## config.mk

```make
export PLATFORM = sky130hd
export DESIGN_NAME = pipeline_controller_flat
export DESIGN_NICKNAME = d
export VERILOG_FILES = /design/src/rtl/pipeline_controller_if.sv /design/src/rtl/pipeline_controller.sv /design/src/flat_wrapper.sv
export SDC_FILE = /design/constraint.sdc
export NUM_CORES = 1
export LEC_CHECK = 0
export CORE_UTILIZATION = 31
export CTS_CLUSTER_DIAMETER = 100
export DETAILED_ROUTE_END_ITERATION = 12
export GPL_TIMING_DRIVEN = 0
export MAX_ROUTING_LAYER = met4
export PLACE_DENSITY_LB_ADDON = 0.25
export SETUP_SLACK_MARGIN = 0.15
export SYNTH_ARGS = -nofsm -noshare
export SYNTH_HDL_FRONTEND = slang
export SYNTH_SLANG_ARGS = --single-unit
```

## constraint.sdc

```tcl
create_clock -name clock -period 1.6 [get_ports clock]
set_clock_uncertainty 0.15 [all_clocks]
set_input_delay 0.24 -clock clock [delete_from_list [all_inputs] [get_ports clock]]
set_output_delay 0.24 -clock clock [all_outputs]
set_load 0.02 [all_outputs]
```

## src/rtl/pipeline_controller_if.sv

```systemverilog
// Purpose : bundles the decode/execute/memory handshake signals exchanged
//           between the pipeline datapath and pipeline_controller.
// Ports   : slave  - controller side (takes status, drives enables/selects)
//           master - datapath side (drives status, takes enables/selects)
interface pipeline_controller_if;
   logic        complete_instr;
   logic        complete_data;
   logic [15:0] IR;
   logic [15:0] IR_Exec;
   logic [2:0]  psr;
   logic        enable_fetch;
   logic        enable_decode;
   logic        enable_execute;
   logic        enable_writeback;
   logic        enable_updatePC;
   logic        br_taken;
   logic        bypass_alu_1;
   logic        bypass_alu_2;
   logic        bypass_mem_1;
   logic        bypass_mem_2;
   logic [1:0]  mem_state;

   modport slave (
      input  complete_instr, complete_data, IR, IR_Exec, psr,
      output enable_fetch, enable_decode, enable_execute, enable_writeback,
             enable_updatePC, br_taken, bypass_alu_1, bypass_alu_2,
             bypass_mem_1, bypass_mem_2, mem_state
   );

   modport master (
      output complete_instr, complete_data, IR, IR_Exec, psr,
      input  enable_fetch, enable_decode, enable_execute, enable_writeback,
             enable_updatePC, br_taken, bypass_alu_1, bypass_alu_2,
             bypass_mem_1, bypass_mem_2, mem_state
   );
endinterface

```

## src/rtl/pipeline_controller.sv

```systemverilog
// Purpose : stage-enable, stall, branch and forwarding control for a
//           five-stage LC-3 style pipeline.
// Ports   : clock - rising-edge clock
//           reset - synchronous active-high reset
//           bus   - pipeline_controller_if.slave: memory/instruction
//                   completion, IR/IR_Exec/psr in; stage enables, br_taken,
//                   bypass selects and memory FSM state out
module pipeline_controller (
   input  logic                        clock,
   input  logic                        reset,
   pipeline_controller_if.slave        bus
);

   localparam int unsigned FILL_W = 3;
   localparam int unsigned BR_W   = 2;
   localparam logic [FILL_W-1:0] FILL_MAX = FILL_W'(3);
   localparam logic [BR_W-1:0]   BR_LOAD  = BR_W'(3);

   localparam logic [3:0] OP_BR  = 4'b0000;
   localparam logic [3:0] OP_ADD = 4'b0001;
   localparam logic [3:0] OP_LD  = 4'b0010;
   localparam logic [3:0] OP_ST  = 4'b0011;
   localparam logic [3:0] OP_AND = 4'b0101;
   localparam logic [3:0] OP_LDR = 4'b0110;
   localparam logic [3:0] OP_STR = 4'b0111;
   localparam logic [3:0] OP_NOT = 4'b1001;
   localparam logic [3:0] OP_LDI = 4'b1010;
   localparam logic [3:0] OP_STI = 4'b1011;
   localparam logic [3:0] OP_JMP = 4'b1100;

   typedef enum logic [1:0] {
      MS_READ     = 2'd0,
      MS_READ_IND = 2'd1,
      MS_WRITE    = 2'd2,
      MS_IDLE     = 2'd3
   } mem_state_t;

   mem_state_t        r_mem_state;
   mem_state_t        w_mem_next;
   logic [FILL_W-1:0] r_fill;
   logic [BR_W-1:0]   r_br_cnt;

   logic [3:0] w_op_id;
   logic [3:0] w_op_ex;
   logic       w_id_alu, w_id_addand, w_id_ld, w_id_st, w_id_ctl, w_id_fwd;
   logic       w_ex_alu, w_ex_addand, w_ex_ld, w_ex_br, w_ex_jmp;
   logic       w_mem_idle, w_br_idle, w_br_taken;
   logic       w_fetch, w_decode, w_execute;
   logic       w_match_1, w_match_2;
   logic       w_unused_bits;

   assign w_op_id = bus.IR[15:12];
   assign w_op_ex = bus.IR_Exec[15:12];

   // Opcode classes for the instruction in decode and in execute
   assign w_id_alu    = (w_op_id == OP_ADD) || (w_op_id == OP_AND) || (w_op_id == OP_NOT);
   assign w_id_addand = (w_op_id == OP_ADD) || (w_op_id == OP_AND);
   assign w_id_ld     = (w_op_id == OP_LD)  || (w_op_id == OP_LDR) || (w_op_id == OP_LDI);
   assign w_id_st     = (w_op_id == OP_ST)  || (w_op_id == OP_STR) || (w_op_id == OP_STI);
   assign w_id_ctl    = (w_op_id == OP_BR)  || (w_op_id == OP_JMP);
   assign w_id_fwd    = w_id_alu || w_id_ld || w_id_st || (w_op_id == OP_JMP);

   assign w_ex_alu    = (w_op_ex == OP_ADD) || (w_op_ex == OP_AND) || (w_op_ex == OP_NOT);
   assign w_ex_addand = (w_op_ex == OP_ADD) || (w_op_ex == OP_AND);
   assign w_ex_ld     = (w_op_ex == OP_LD)  || (w_op_ex == OP_LDR) || (w_op_ex == OP_LDI);
   assign w_ex_br     = (w_op_ex == OP_BR);
   assign w_ex_jmp    = (w_op_ex == OP_JMP);

   assign w_mem_idle = (r_mem_state == MS_IDLE);
   assign w_br_idle  = (r_br_cnt == '0);

   // Branch resolves in the single cycle the counter sits at its load value
   assign w_br_taken = (r_br_cnt == BR_LOAD) && w_mem_idle &&
                       (w_ex_jmp || (w_ex_br && ((bus.IR_Exec[11:9] & bus.psr) != 3'b000)));

   // Stall priority: memory, then instruction fetch, then control
   assign w_fetch   = w_mem_idle && bus.complete_instr && w_br_idle;
   assign w_decode  = w_fetch && (r_fill >= FILL_W'(1));
   assign w_execute = w_mem_idle && (r_fill >= FILL_W'(2));

   assign bus.enable_fetch     = w_fetch;
   assign bus.enable_decode    = w_decode;
   assign bus.enable_execute   = w_execute;
   assign bus.enable_writeback = w_mem_idle ? (r_fill >= FILL_MAX)
                                            : ((r_mem_state == MS_READ) && bus.complete_data);
   assign bus.enable_updatePC  = w_mem_idle && bus.complete_instr && (w_br_idle || w_br_taken);
   assign bus.br_taken         = w_br_taken;
   assign bus.mem_state        = r_mem_state;

   // Forwarding from the execute-stage destination register
   assign w_match_1 = (bus.IR_Exec[11:9] == bus.IR[8:6]);
   assign w_match_2 = w_id_addand && !bus.IR[5] && (bus.IR_Exec[11:9] == bus.IR[2:0]);

   assign bus.bypass_alu_1 = w_id_fwd && w_ex_alu && w_match_1;
   assign bus.bypass_alu_2 = w_id_fwd && w_ex_addand && w_match_2;
   assign bus.bypass_mem_1 = w_id_fwd && w_mem_idle && w_ex_ld && w_match_1;
   assign bus.bypass_mem_2 = w_id_fwd && w_mem_idle && w_ex_ld && w_match_2;

   assign w_unused_bits = ^{bus.IR[4:3], bus.IR[11:9], bus.IR_Exec[8:0]};

   // Memory FSM next state
   always_comb begin
      w_mem_next = r_mem_state;
      case (r_mem_state)
         MS_IDLE: begin
            if (w_execute) begin
               if ((w_op_ex == OP_LD) || (w_op_ex == OP_LDR))       w_mem_next = MS_READ;
               else if ((w_op_ex == OP_LDI) || (w_op_ex == OP_STI)) w_mem_next = MS_READ_IND;
               else if ((w_op_ex == OP_ST) || (w_op_ex == OP_STR))  w_mem_next = MS_WRITE;
               else                                                 w_mem_next = MS_IDLE;
            end
         end
         MS_READ_IND: begin
            // Indirect address fetched; the opcode still in execute picks the data phase
            if (bus.complete_data) begin
               if (w_op_ex == OP_LDI)      w_mem_next = MS_READ;
               else if (w_op_ex == OP_STI) w_mem_next = MS_WRITE;
               else                        w_mem_next = MS_IDLE;
            end
         end
         MS_READ, MS_WRITE: begin
            if (bus.complete_data) w_mem_next = MS_IDLE;
         end
         default: w_mem_next = MS_IDLE;
      endcase
   end

   // State registers: memory FSM, fill counter, branch counter
   always_ff @(posedge clock) begin
      if (reset) begin
         r_mem_state <= MS_IDLE;
         r_fill      <= '0;
         r_br_cnt    <= '0;
      end else begin
         r_mem_state <= w_mem_next;
         if (w_fetch && (r_fill < FILL_MAX)) r_fill <= r_fill + FILL_W'(1);
         if (w_decode && w_id_ctl)           r_br_cnt <= BR_LOAD;
         else if (!w_br_idle && w_mem_idle)  r_br_cnt <= r_br_cnt - BR_W'(1);
      end
   end

endmodule

```

## src/flat_wrapper.sv

```systemverilog
// flat-port wrapper written by rule: the top's interface ports become plain ports
module pipeline_controller_flat 
  (clock, reset, bus_complete_instr, bus_complete_data, bus_IR, bus_IR_Exec, bus_psr, bus_enable_fetch, bus_enable_decode, bus_enable_execute, bus_enable_writeback, bus_enable_updatePC, bus_br_taken, bus_bypass_alu_1, bus_bypass_alu_2, bus_bypass_mem_1, bus_bypass_mem_2, bus_mem_state);
  pipeline_controller_if bus_i ();
  input  logic clock;
  input  logic reset;
  input wire logic [$bits(bus_i.complete_instr)-1:0] bus_complete_instr;
  input wire logic [$bits(bus_i.complete_data)-1:0] bus_complete_data;
  input wire logic [$bits(bus_i.IR)-1:0] bus_IR;
  input wire logic [$bits(bus_i.IR_Exec)-1:0] bus_IR_Exec;
  input wire logic [$bits(bus_i.psr)-1:0] bus_psr;
  output wire logic [$bits(bus_i.enable_fetch)-1:0] bus_enable_fetch;
  output wire logic [$bits(bus_i.enable_decode)-1:0] bus_enable_decode;
  output wire logic [$bits(bus_i.enable_execute)-1:0] bus_enable_execute;
  output wire logic [$bits(bus_i.enable_writeback)-1:0] bus_enable_writeback;
  output wire logic [$bits(bus_i.enable_updatePC)-1:0] bus_enable_updatePC;
  output wire logic [$bits(bus_i.br_taken)-1:0] bus_br_taken;
  output wire logic [$bits(bus_i.bypass_alu_1)-1:0] bus_bypass_alu_1;
  output wire logic [$bits(bus_i.bypass_alu_2)-1:0] bus_bypass_alu_2;
  output wire logic [$bits(bus_i.bypass_mem_1)-1:0] bus_bypass_mem_1;
  output wire logic [$bits(bus_i.bypass_mem_2)-1:0] bus_bypass_mem_2;
  output wire logic [$bits(bus_i.mem_state)-1:0] bus_mem_state;
  assign bus_i.complete_instr = bus_complete_instr;
  assign bus_i.complete_data = bus_complete_data;
  assign bus_i.IR = bus_IR;
  assign bus_i.IR_Exec = bus_IR_Exec;
  assign bus_i.psr = bus_psr;
  assign bus_enable_fetch = bus_i.enable_fetch;
  assign bus_enable_decode = bus_i.enable_decode;
  assign bus_enable_execute = bus_i.enable_execute;
  assign bus_enable_writeback = bus_i.enable_writeback;
  assign bus_enable_updatePC = bus_i.enable_updatePC;
  assign bus_br_taken = bus_i.br_taken;
  assign bus_bypass_alu_1 = bus_i.bypass_alu_1;
  assign bus_bypass_alu_2 = bus_i.bypass_alu_2;
  assign bus_bypass_mem_1 = bus_i.bypass_mem_1;
  assign bus_bypass_mem_2 = bus_i.bypass_mem_2;
  assign bus_mem_state = bus_i.mem_state;
  pipeline_controller u_core (.clock(clock), .reset(reset), .bus(bus_i));
endmodule
```

Word-level counts from Yosys, hierarchy flattened
Index checks and enable logic that the tools add are counted.
{"block": "totals", "output_inout_bits": 12, "inputBits": 39, "regBits": 7, "word_cells": 101}
{"block": "classes", "magnitude_cmp": 4, "n_mux": 12, "n_eq_ne": 29, "n_bitwise": 1, "n_addsub": 2, "reduce_logical": 50}
{"op": "$eq 4x4->1 const B", "n": 8}
{"op": "$eq 4x3->1 const B", "n": 6}
{"op": "$logic_and 1x1->1", "n": 22}
{"op": "$logic_or 1x1->1", "n": 18}
{"op": "$eq 4x2->1 const B", "n": 4}
{"op": "$mux 2", "n": 8}
{"op": "$eq 4x1->1 const B", "n": 2}
{"op": "$logic_not 4->1", "n": 2}
{"op": "$eq 2x2->1 const B", "n": 3}
{"op": "$eq 3x3->1", "n": 2}
{"op": "$ge 3x2->1 const B", "n": 2}
{"op": "$ne 2x2->1 const B", "n": 3}
{"op": "$pmux 2 s3", "n": 1}
{"op": "$logic_not 2->1", "n": 2}
{"op": "$add 3x1->3 const B", "n": 1}
{"op": "$and 3x3->3", "n": 1}
{"op": "$ge 3x1->1 const B", "n": 1}
{"op": "$lt 3x2->1 const B", "n": 1}
{"op": "$mux 1", "n": 3}
{"op": "$reduce_and 3->1", "n": 1}
{"op": "$reduce_bool 3->1", "n": 1}
{"op": "$eq 2x1->1 const B", "n": 1}
{"op": "$logic_not 1->1", "n": 2}
{"op": "$reduce_bool 2->1", "n": 1}
{"op": "2 further kinds", "n": 2}

Logic depth before layout (Yosys ltp)
Gate-level depths: netlist of run 1.
{"block": "logic_depth", "word_depth": 9, "mapped_depth": 6, "depth_no_buf": 6}

Least setup slack after synthesis of run 1
Ideal clock, no wire load.
{"block": "synth_path", "path_type": "register to output", "start": "register u_core.r_mem_state[1], in the netlist u_core.bus.mem_state[1]", "end": "output bus_enable_updatePC", "path_stages_with_launch": 5, "path_slack_ns": -0.517, "path_buffers": 1, "required_time_ns": 1.210, "arrival_ns": 1.727, "cell_sequence": "dfxtp_1 -> buf_2 -> nand2_1 -> or4_1 -> o21ai_0"}
{"block": "synth_via", "elab_chain_cells": 5, "elab_cells_between_ends": 6, "cone_classes": "1 x eq/ne; 5 x reduce/logical"}
{"element": "start, declared", "line": "pipeline_controller.sv:38", "text": "mem_state_t r_mem_state;"}
{"element": "start signal, assigned", "line": "pipeline_controller.sv:135", "text": "r_mem_state <= w_mem_next;"}
{"element": "$eq 2x2->1 *", "line": "pipeline_controller.sv:69", "text": "assign w_mem_idle = (r_mem_state == MS_IDLE);"}
{"element": "$logic_and 1x1->1 (2 in a row)", "line": "pipeline_controller.sv:73", "text": "assign w_br_taken = (r_br_cnt == BR_LOAD) && w_mem_idle &&"}
{"element": "$logic_or 1x1->1", "line": "pipeline_controller.sv:86", "text": "assign bus.enable_updatePC = w_mem_idle && bus.complete_instr && (w_br_idle || w_br_taken);"}
{"element": "$logic_and 1x1->1 *", "line": "pipeline_controller.sv:86"}
{"element": "end, declared", "line": "flat_wrapper.sv:16", "text": "output wire logic [$bits(bus_i.enable_updatePC)-1:0] bus_enable_updatePC;"}
Every way passes the cells marked *; elsewhere a longest branch is shown, timed or not.

Worst setup path in the final report of run 1
{"block": "layout_path", "start": "register u_core.r_br_cnt[1]", "end": "output bus_enable_updatePC"}
{"block": "layout_via", "elab_chain_cells": 5, "elab_cells_between_ends": 6, "cone_classes": "1 x eq/ne; 5 x reduce/logical"}
{"element": "start, declared", "line": "pipeline_controller.sv:41", "text": "logic [BR_W-1:0] r_br_cnt;"}
{"element": "start signal, assigned", "line": "pipeline_controller.sv:138", "text": "else if (!w_br_idle && w_mem_idle) r_br_cnt <= r_br_cnt - BR_W'(1);"}
{"element": "$eq 2x2->1", "line": "pipeline_controller.sv:73"}
{"element": "$logic_and 1x1->1 (2 in a row)", "line": "pipeline_controller.sv:73"}
{"element": "$logic_or 1x1->1 *", "line": "pipeline_controller.sv:86"}
{"element": "$logic_and 1x1->1 *", "line": "pipeline_controller.sv:86"}
Marked as above.

==> key figures, run 1 <==
Run status
  – Status: complete, but fails checks
  – Failing checks: setup timing

Clock tree
  – Number of clock sinks: 7
  – Num CTS Buffers: 3
  – CTS tree: built
  – Reg clk slew, reported paths: 0.05 ns
  – Clock Path Buffers: 2
  – H-Tree Depth: 1
  – Clk Tree Root Cell: clkbuf_4
  – Clk_lat worst skew: 0.25 ns

GRT
  – Overflow after GRT: 0
  – Met1 usage: 26.75%
  – Largest net degree at the start of global routing: 10
  – Met3 GRT Util: 6.970%
  – First-pass GRT wire length: 4.222 mm
  – Global route hottest layer: met2
  – Gr usage total: 22.72%
  – Met2 global-route usage: 38.00%
  – Vias in the first global route: 923
  – Initial antenna violation count: 0

Timing
  – FMAX: 529.1 MHz
  – Least-Margin Pin Slew: 0.4749 ns
  – Final Hold Vio Count: 0
  – Slew Viols, Final: 0
  – Period utilization: 118.1%
  – Worst relative slew slack: 68.34%
  – Final hold slack: 0.2265 ns
  – Final Critical Period: 1.890 ns
  – Final WS setup: -0.2900 ns
  – RSZ-0062 raised after global routing: true
  – Setup violators final: 10
  – Sum of negative setup slack: -1.595 ns

Floorplanning
  – Core Region: 0.002191 sq mm
  – Die area: 0.002522 sq mm
  – Row count: 17
  – Initial Util: 32.90%
  – Y dimension of the die: 50.22 microns
  – # IOs: 51
  – Die width: 50.22 microns

Yosys
  – Ys flop type: dfxtp_1
  – Seq cells post-synth: 7
  – Synth cell types: 40
  – YS warnings: 0
  – Post-Syn Area: 720.7 sq um
  – Mapped Avg Cell Area: 8.284 sq um
  – Synth Instances: 87
  – Post-synth ARST share: 0%
  – Post-synth EDFFs: 0
  – Syn_nets: 132
  – Register area share after synthesis: 19.44%

Job
  – # Max-Cap Violations: 0

Min path
  – Hold Startpoint: bus_IR[12]
  – Hold crit path type: primary input to register
  – Hold depth: 4

Placed design
  – Port Buf Inserts: 35
  – Gp weighted congestion: 0.8174
  – Hpwl dp: 1.626 mm

Detailed routing
  – Initial DRT Pass Iterations: 4
  – Post-route DRC: 0
  – Total number of vias: 889
  – Iter 0 DRT Violations: 15
  – DRT antenna net count: 0
  – Drt total wl: 2.866 mm
  – Vias per inst: 5.080
  – Routed len/inst: 16.38 microns

Critical path
  – CP peak stage delay: 0.43 ns
  – Critical path type: register to primary output
  – Worst Path Required: 1.21 ns
  – Worst EP arrival: 1.50 ns
  – Register-to-Register Path Depth: 6
  – Critical Path Source Type: register
  – Setup crit end kind: primary output
  – CP max stage cell: or4_4
  – Critical path fanouts, max: 2
  – Worst reg2reg startpoint: u_core.r_fill[0]
  – Cell Chain, Critical Path: ha_4 > nand2b_4 > or4_4 > o21ai_4 > buf_6
  – Worst setup path start: u_core.r_br_cnt[1]

Cells and area
  – Antenna diodes: 0
  – Filler Cell Count: 142
  – Ratio of cells with drive above 1 in the final layout: 65.99%
  – Layout area overhead: 130.4%
  – Fin nets: 193

Power
  – Pleak: 0.6580 nW
  – PwrDens: 1048 mW/mm^2
  – Peak VDD IR: 1094 uV
==> cell type report <==
class | count | area (sq um) | area share (%)
multi-input cells | 70 | 834.6 | 50.26
well taps | 28 | 35.03 | 2.110
inverters | 7 | 31.28 | 1.884
plain buffers | 3 | 32.53 | 1.959
clock buffers | 4 | 26.28 | 1.583
flip-flops and latches | 7 | 163.9 | 9.872
repair buffers | 56 | 536.8 | 32.33
==> kinds of logic (layout without fill, tap and decap cells) <==
kind of cell,count (synthesis),after routing,share of synthesized area (%)
buffers and inverters,10,70,5.381
AO/OA/AOI/OAI,19,19,20.14
adder cells (fa/ha/maj),6,6,10.42
AND/OR/NAND/NOR,35,35,31.94
multiplexers,2,2,2.951
XOR/XNOR,8,8,9.723
flip-flops,7,7,19.44
==> worst paths after layout <==
kind                              end  slack [ns]
setup / recovery  bus_enable_updatePC       -0.29
hold / removal     u_core.r_br_cnt[0]        0.23
setup reg to reg   u_core.r_br_cnt[1]       -0.14
hold reg to reg      u_core.r_fill[1]        0.39
==> metrics by stage <==
step	instances	instance area, sq um	setup slack [ns]	utilization (%)	power [W]
6_report	175	1660	-0.2900	75.79	0.001741
3_5_place_dp	150	1175	-1.009	53.63	0.001036
2_1_floorplan	87	789.5	-0.08187	-	0.0007746
3_3_place_gp	150	1175	-0.9915	53.63	0.001011
5_1_grt	175	1660	-0.3473	75.79	0.001850
4_1_cts	171	1540	-0.2918	70.30	0.001549
==> cell usage in the layout (no fill, tap or decap), types with 5 or more instances in the layout <==
cell / Yosys / routed
a21oi_1: 6 / 5
inv_2: 0 / 5
buf_6: 0 / 18
ha_4: 0 / 6
buf_4: 0 / 13
nor2_1: 9 / 5
dfxtp_4: 0 / 6
dlygate4sd2_1: 0 / 10
==> power by group <==
group / leakage (nW) / internal [W] / switching (W)
logic: 0.583 / 0.000694 / 0.000562
registers: 0.0603 / 0.000244 / 0.0000799
clock network: 0.0150 / 0.0000952 / 0.0000657
==> worst max-delay path, delay by kind of cell, from the launching register on <==
kind	cells	cell delay, ns
buf+inv	1	0.13
simple gates	2	0.48
compound gates	1	0.13
flops	1	0.36
fa+ha+maj	1	0.14
==> synthesized netlist by cell type, types with 2 or more instances <==
master	count	area share (%)
nor3b_1	2	2.1
nand2b_1	3	2.6
a21oi_1	6	4.2
nor2_1	9	4.7
or4_1	2	2.1
nand2_1	3	1.6
nor4_1	2	1.7
xnor2_1	7	8.5
ha_1	6	10
or2_2	2	1.7
dfxtp_1	7	19
nand4bb_1	2	3.1
inv_1	7	3.6
nor3_1	3	2.1
==> state kept, by name (all words and copies together), names as in the netlist <==
| name | flops |
|---|---|
| u_core.bus.mem_state | 2 |
| u_core.r_br_cnt | 2 |
| u_core.r_fill | 3 |
==> what timing repair did <==
action	CTS	global route
hold buffers	0	0
pin swaps	30	14
buffers inserted	17	4
gates resized for setup	163	22
setup endpoints to repair	15	16
==> layer usage <==
layer | vias to the layer above | part of all wire [%]
li1 | 445 | -
met1 | 422 | 43
met2 | 20 | 53
met3 | 2 | 3.6
met4 | 0 | 0.52
met5 | - | 0
Note: power is estimated with default switching activity, not from simulation.
==> run 2, diff against run 1 <==
Settings changed: CTS_CLUSTER_SIZE from default to 16.
==> results of run 2 <==
The final DEF is identical to that of run 1; final timing and power are the same.
==> run 3, diff against run 2 <==
Settings changed: ABC_CLOCK_PERIOD_IN_PS from default to 1600.
==> results of run 3 <==
The final DEF is identical to that of run 1; final timing and power are the same.
